--- src/rtl/proc_pkg.sv ---
// Shared processor constants: datapath widths and multiplier depth.
// Used by the MUL pipeline and the decode-stage hazard/bypass unit.
package proc_pkg;

  localparam int ARCH_BITS    = 32;
  localparam int REG_IDX_BITS = 5;
  localparam int MUL_STAGES   = 5;
  localparam int MUL_ACC_LAST = 3;

  typedef struct packed {
    logic                    valid;
    logic                    we;
    logic [REG_IDX_BITS-1:0] dst;
  } mul_tag_t;

endpackage

--- src/rtl/mul_stage.sv ---
// One multiplier pipeline register: adds the partial product of
// operand A and chunk K of operand B into the running accumulator.
import proc_pkg::*;

module mul_stage #(
  parameter int ARCH_BITS    = proc_pkg::ARCH_BITS,
  parameter int REG_IDX_BITS = proc_pkg::REG_IDX_BITS,
  parameter int CHUNK        = ARCH_BITS / 4,
  parameter int K            = 0
) (
  input  logic                    clk,
  input  logic                    rst,
  input  logic                    i_hold,
  input  logic                    i_flush,
  input  logic                    i_valid,
  input  logic                    i_we,
  input  logic [REG_IDX_BITS-1:0] i_dst,
  input  logic [ARCH_BITS-1:0]    i_a,
  input  logic [ARCH_BITS-1:0]    i_b,
  input  logic [ARCH_BITS-1:0]    i_acc,
  output logic                    o_valid,
  output logic                    o_we,
  output logic [REG_IDX_BITS-1:0] o_dst,
  output logic [ARCH_BITS-1:0]    o_a,
  output logic [ARCH_BITS-1:0]    o_b,
  output logic [ARCH_BITS-1:0]    o_acc
);

  localparam int SHIFT = K * CHUNK;

  logic                    r_valid;
  logic                    r_we;
  logic [REG_IDX_BITS-1:0] r_dst;
  logic [ARCH_BITS-1:0]    r_a;
  logic [ARCH_BITS-1:0]    r_b;
  logic [ARCH_BITS-1:0]    r_acc;

  logic [ARCH_BITS-1:0]    w_bz;
  logic [ARCH_BITS-1:0]    w_pp;
  logic [ARCH_BITS-1:0]    w_sum;

  assign w_bz  = ARCH_BITS'(i_b[SHIFT +: CHUNK]);
  assign w_pp  = i_a * w_bz;
  assign w_sum = i_acc + (w_pp << SHIFT);

  // Bubbles carry zeroed tags so the bypass unit never matches them.
  always_ff @(posedge clk) begin
    if (!rst) begin
      r_valid <= 1'b0;
      r_we    <= 1'b0;
      r_dst   <= '0;
      r_a     <= '0;
      r_b     <= '0;
      r_acc   <= '0;
    end else if (i_flush) begin
      r_valid <= 1'b0;
      r_we    <= 1'b0;
      r_dst   <= '0;
      r_acc   <= '0;
    end else if (!i_hold) begin
      r_valid <= i_valid;
      r_we    <= i_valid & i_we;
      r_dst   <= i_valid ? i_dst : '0;
      r_a     <= i_a;
      r_b     <= i_b;
      r_acc   <= i_valid ? w_sum : '0;
    end
  end

  assign o_valid = r_valid;
  assign o_we    = r_we;
  assign o_dst   = r_dst;
  assign o_a     = r_a;
  assign o_b     = r_b;
  assign o_acc   = r_acc;

endmodule

--- src/rtl/mul_pipeline.sv ---
// Five-stage 32x32 low-half multiplier with per-stage producer
// info for the bypass unit and a stage-4 writeback register.
import proc_pkg::*;

module mul_pipeline #(
  parameter int ARCH_BITS    = proc_pkg::ARCH_BITS,
  parameter int REG_IDX_BITS = proc_pkg::REG_IDX_BITS,
  parameter int CHUNK        = ARCH_BITS / 4
) (
  input  logic                                clk,
  input  logic                                rst,
  input  logic                                in_valid,
  input  logic [ARCH_BITS-1:0]                in_a,
  input  logic [ARCH_BITS-1:0]                in_b,
  input  logic [REG_IDX_BITS-1:0]             in_dst,
  input  logic                                in_we,
  output logic                                in_ready,
  input  logic                                stall,
  input  logic                                flush,
  output logic [MUL_STAGES-1:0]               byp_valid,
  output logic [MUL_STAGES-1:0]               byp_we,
  output logic [MUL_STAGES*REG_IDX_BITS-1:0]  byp_dst,
  output logic [MUL_STAGES*ARCH_BITS-1:0]     byp_data,
  output logic                                wb_valid,
  output logic                                wb_we,
  output logic [REG_IDX_BITS-1:0]             wb_dst,
  output logic [ARCH_BITS-1:0]                wb_data
);

  localparam int NS = MUL_STAGES;

  logic                    w_iv   [NS-1];
  logic                    w_iw   [NS-1];
  logic [REG_IDX_BITS-1:0] w_id   [NS-1];
  logic [ARCH_BITS-1:0]    w_ia   [NS-1];
  logic [ARCH_BITS-1:0]    w_ib   [NS-1];
  logic [ARCH_BITS-1:0]    w_iacc [NS-1];

  logic                    w_v    [NS];
  logic                    w_w    [NS];
  logic [REG_IDX_BITS-1:0] w_d    [NS];
  logic [ARCH_BITS-1:0]    w_acc  [NS];
  logic [ARCH_BITS-1:0]    w_a    [NS-1];
  logic [ARCH_BITS-1:0]    w_b    [NS-1];

  logic                    r4_valid;
  logic                    r4_we;
  logic [REG_IDX_BITS-1:0] r4_dst;
  logic [ARCH_BITS-1:0]    r4_acc;

  assign in_ready = ~stall;

  assign w_iv[0]   = in_valid;
  assign w_iw[0]   = in_we;
  assign w_id[0]   = in_dst;
  assign w_ia[0]   = in_a;
  assign w_ib[0]   = in_b;
  assign w_iacc[0] = '0;

  for (genvar k = 1; k < NS - 1; k++) begin : g_link
    assign w_iv[k]   = w_v[k-1];
    assign w_iw[k]   = w_w[k-1];
    assign w_id[k]   = w_d[k-1];
    assign w_ia[k]   = w_a[k-1];
    assign w_ib[k]   = w_b[k-1];
    assign w_iacc[k] = w_acc[k-1];
  end

  for (genvar k = 0; k < NS - 1; k++) begin : g_stage
    mul_stage #(
      .ARCH_BITS    (ARCH_BITS),
      .REG_IDX_BITS (REG_IDX_BITS),
      .CHUNK        (CHUNK),
      .K            (k)
    ) u_stage (
      .clk     (clk),
      .rst     (rst),
      .i_hold  (stall),
      .i_flush (flush),
      .i_valid (w_iv[k]),
      .i_we    (w_iw[k]),
      .i_dst   (w_id[k]),
      .i_a     (w_ia[k]),
      .i_b     (w_ib[k]),
      .i_acc   (w_iacc[k]),
      .o_valid (w_v[k]),
      .o_we    (w_w[k]),
      .o_dst   (w_d[k]),
      .o_a     (w_a[k]),
      .o_b     (w_b[k]),
      .o_acc   (w_acc[k])
    );
  end

  // Stage 4 is committed: flush only stops stage 3 from refilling it.
  always_ff @(posedge clk) begin
    if (!rst) begin
      r4_valid <= 1'b0;
      r4_we    <= 1'b0;
      r4_dst   <= '0;
      r4_acc   <= '0;
    end else if (!stall) begin
      r4_valid <= w_v[NS-2] & ~flush;
      r4_we    <= w_w[NS-2] & ~flush;
      r4_dst   <= flush ? '0 : w_d[NS-2];
      r4_acc   <= flush ? '0 : w_acc[NS-2];
    end
  end

  assign w_v[NS-1]   = r4_valid;
  assign w_w[NS-1]   = r4_we;
  assign w_d[NS-1]   = r4_dst;
  assign w_acc[NS-1] = r4_acc;

  for (genvar k = 0; k < NS; k++) begin : g_byp
    assign byp_valid[k] = w_v[k];
    assign byp_dst[k*REG_IDX_BITS +: REG_IDX_BITS] = w_d[k];
    assign byp_data[k*ARCH_BITS +: ARCH_BITS]      = w_acc[k];
    if (k >= MUL_ACC_LAST) begin : g_final
      assign byp_we[k] = w_v[k] & w_w[k];
    end else begin : g_partial
      assign byp_we[k] = 1'b0;
    end
  end

  assign wb_valid = r4_valid;
  assign wb_we    = r4_we;
  assign wb_dst   = r4_dst;
  assign wb_data  = r4_acc;

endmodule

--- config.mk ---
export PLATFORM = sky130hd
export DESIGN_NAME = mul_pipeline
export DESIGN_NICKNAME = d
export VERILOG_FILES = /design/src/rtl/proc_pkg.sv /design/src/rtl/mul_stage.sv /design/src/rtl/mul_pipeline.sv
export SDC_FILE = /design/constraint.sdc
export NUM_CORES = 2
export LEC_CHECK = 0
export CAP_MARGIN = 20
export CORE_MARGIN = 2
export CORE_UTILIZATION = 63
export CTS_CLUSTER_DIAMETER = 100
export DETAILED_ROUTE_END_ITERATION = 16
export PLACE_DENSITY = 0.86
export SETUP_SLACK_MARGIN = 0.1
export SYNTH_ARGS = -nofsm -noshare
export SYNTH_HDL_FRONTEND = slang
export SYNTH_HIERARCHICAL = 1
export SYNTH_SLANG_ARGS = --single-unit
--- constraint.sdc ---
create_clock -name clk -period 14.5 [get_ports clk]
set_clock_uncertainty 0.2 [all_clocks]
set_input_delay 2.9 -clock clk [delete_from_list [all_inputs] [get_ports clk]]
set_output_delay 2.9 -clock clk [all_outputs]
set_load 0.02 [all_outputs]
==> reports/qor.csv <==
stage;metric;value;unit
status;status;finished clean;
cts;root buffer selected by CTS;clkbuf_16;
die;Rows;78;
finish;layout cells sized above 1;4.02;%
cts;CTS Buf Count;31;
global_route;pin count of the biggest net entering global routing;113;
cts;cts repair resizes;0;
finish;area of the multi-input gates;20000;µm²
detailed_routing;Starting DRT DRC Count;1715;
timing;Final Hold Vio Count;0;
worst_setup_path;Worst Setup Start Kind;input port;
timing;min Tclk post-route;8.50;ns
worst_setup_path;critical path class;input port to flip-flop;
timing;max_slew headroom;27.3;%
finish;layout filler cell count;3443;
global_route;number of global-route vias before repair;24636;
timing;setup_tns;0;ns
power;Worst VDD drop;0.000140;V
worst_setup_path;Max FO, Critical Path;28;
detailed_routing;Initial DRT Pass Iterations;5;
worst_setup_path;CP required;14.78;ns
power;Overall Power;3.60;mW
global_route;global-route wire length before repair;125000;µm
cts;Post-CTS Setup Bufs;0;
global_route;initial antenna violation count;0;
die;DIE WIDTH;217;µm
cts;TritonCTS clock tree;built;
detailed_routing;Final ANT Viol Nets;0;
timing;Slew Limit Fails;0;
cts;clock-pin transition on the worst setup and hold timing paths;0.06;ns
yosys;syn avg cell area;8.65;µm²
power;Lkg Pwr;14.3;nW
detailed_routing;DR vias;23528;
cts;H-tree levels;1;
timing;RSZ-0062 raised after global routing;false;
cts;Clock Tree Buf Depth;3;
die;Core ar.;45100;µm²
placement;Setup WS pre-CTS;5.42;ns
detailed_routing;DRC viols;0;
hold_path;worst hold path class;flip-flop to flip-flop;
placement;Port Buf Inserts;306;
yosys;Synth Instances;3301;
power;Power Density;110;nW/µm²
detailed_routing;Detailed Route WL;76400;µm
placement;GP Congestion;0.940;
finish;Final Non-Filler Cells;4105;
finish;layout net count;4083;
cts;Worst-Skew Late Latency;0.59;ns
timing;worst-margin pin slew;1.09;ns
timing;fin crit share;58.6;%
cts;clock sink total;291;
worst_setup_path;CP startpoint;in_b[4];
finish;register area;5830;µm²
finish;post-route design area;32700;µm²
placement;Placed Cells;4047;
die;Top-Level Pins;310;
worst_setup_path;r2r startpoint;g_stage[0].u_stage/o_b[10];
die;Starting Density;63.3;%
global_route;GRT Overall Usage;33.0;%
die;Die ar.;47000;µm²
cts;Post-CTS Hold Buffers;0;
detailed_routing;vias per inst;5.73;
timing;Finish-stage setup viols;0;
timing;Fmax;0.118;GHz
hold_path;hold path start;g_stage[1].u_stage/o_b[26];
worst_setup_path;crit path DAT;8.78;ns
flow_run;Max-cap violations;0;
yosys;Ys Warns;6;
finish;Synth-to-Final Area Change;14.4;%
die;height of the die;217;µm
timing;PnR worst setup slack;6.00;ns
placement;Placed Area;31600;µm²
placement;HPWL after DPL;59900;µm
detailed_routing;post-DR wirelength/cell;18.6;µm
global_route;grt ovf;0;
finish;Inserted Diodes;0;
yosys;Synth Cell Area;28600;µm²
worst_setup_path;Crit. End Element;flip-flop;
report_power, final:
group | switching, mW | internal, mW
combinational | 1.09 | 0.763
sequential | 0.0614 | 0.829
clock | 0.340 | 0.515
area by class of cell:
type,count,area share (%)
clock buffers,41,2.58
clock inverters,16,0.758
inverters,464,5.33
multi-input cells,2371,61.4
flip-flops and latches,291,17.8
well taps,600,2.30
repair buffers,322,9.82
layer usage:
layer	vias up	share of wire, %	track usage, %
met3	204	8.0	5.69
li1	10705	-	-
met1	11644	39	40.5
met4	0	4.1	13.0
met5	-	0	0
met2	975	49	58.1
placed cells by master, fill, tap and decap left out, types with 80 or more instances in the layout:
cell type and n:
a21boi_0 80, a21oi_1 80, a22oi_1 116, and2_1 348
clkdlybuf4s50_1 304, dfxtp_1 291, fa_1 369, ha_1 158
inv_1 464, nand2_1 451, nor2_1 178, xnor2_1 94
critical path: stages:
cell,delay [ns]
clkdlybuf4s50_1,0.98
and2_1,0.43
fa_1,0.56
fa_1,0.44
fa_1,0.55
inv_1,0.05
fa_1,0.53
inv_1,0.04
ha_1,0.38
a21oi_1,0.17
o21ai_0,0.17
a211oi_2,0.41
o211ai_2,0.16
a2111oi_2,0.50
o31ai_2,0.15
xnor2_1,0.14
a22o_1,0.20
worst paths after layout:
path | to | slack [ns] | cells past startpoint
setup / recovery | g_stage[0].u_stage/o_acc[31] | 6.00 | 17
setup reg to reg | g_stage[1].u_stage/o_acc[31] | 7.01 | 28
hold reg to reg | g_stage[2].u_stage/o_b[26] | 0.26 | 2
hold / removal | g_stage[2].u_stage/o_b[26] | 0.26 | 2
flip-flops by register name, indices dropped and copies added (netlist names):
name and count:
wb_dst 5, g_stage.u_stage/o_b 48, wb_we 1, g_stage.u_stage/o_we 4, wb_data 32, g_stage.u_stage/o_acc 128
g_stage.u_stage/o_valid 4, wb_valid 1, g_stage.u_stage/o_dst 20, g_stage.u_stage/o_a 48
metrics by stage:
stage | hold slack, ns | utilization [%]
floorplan | 0.231 | -
global placement | 0.246 | 69.9
detailed placement | 0.253 | 70.0
CTS | 0.263 | 72.4
global route | 0.273 | 72.4
finish | 0.261 | 72.4
No activity file was read; power rests on OpenSTA's default activity.
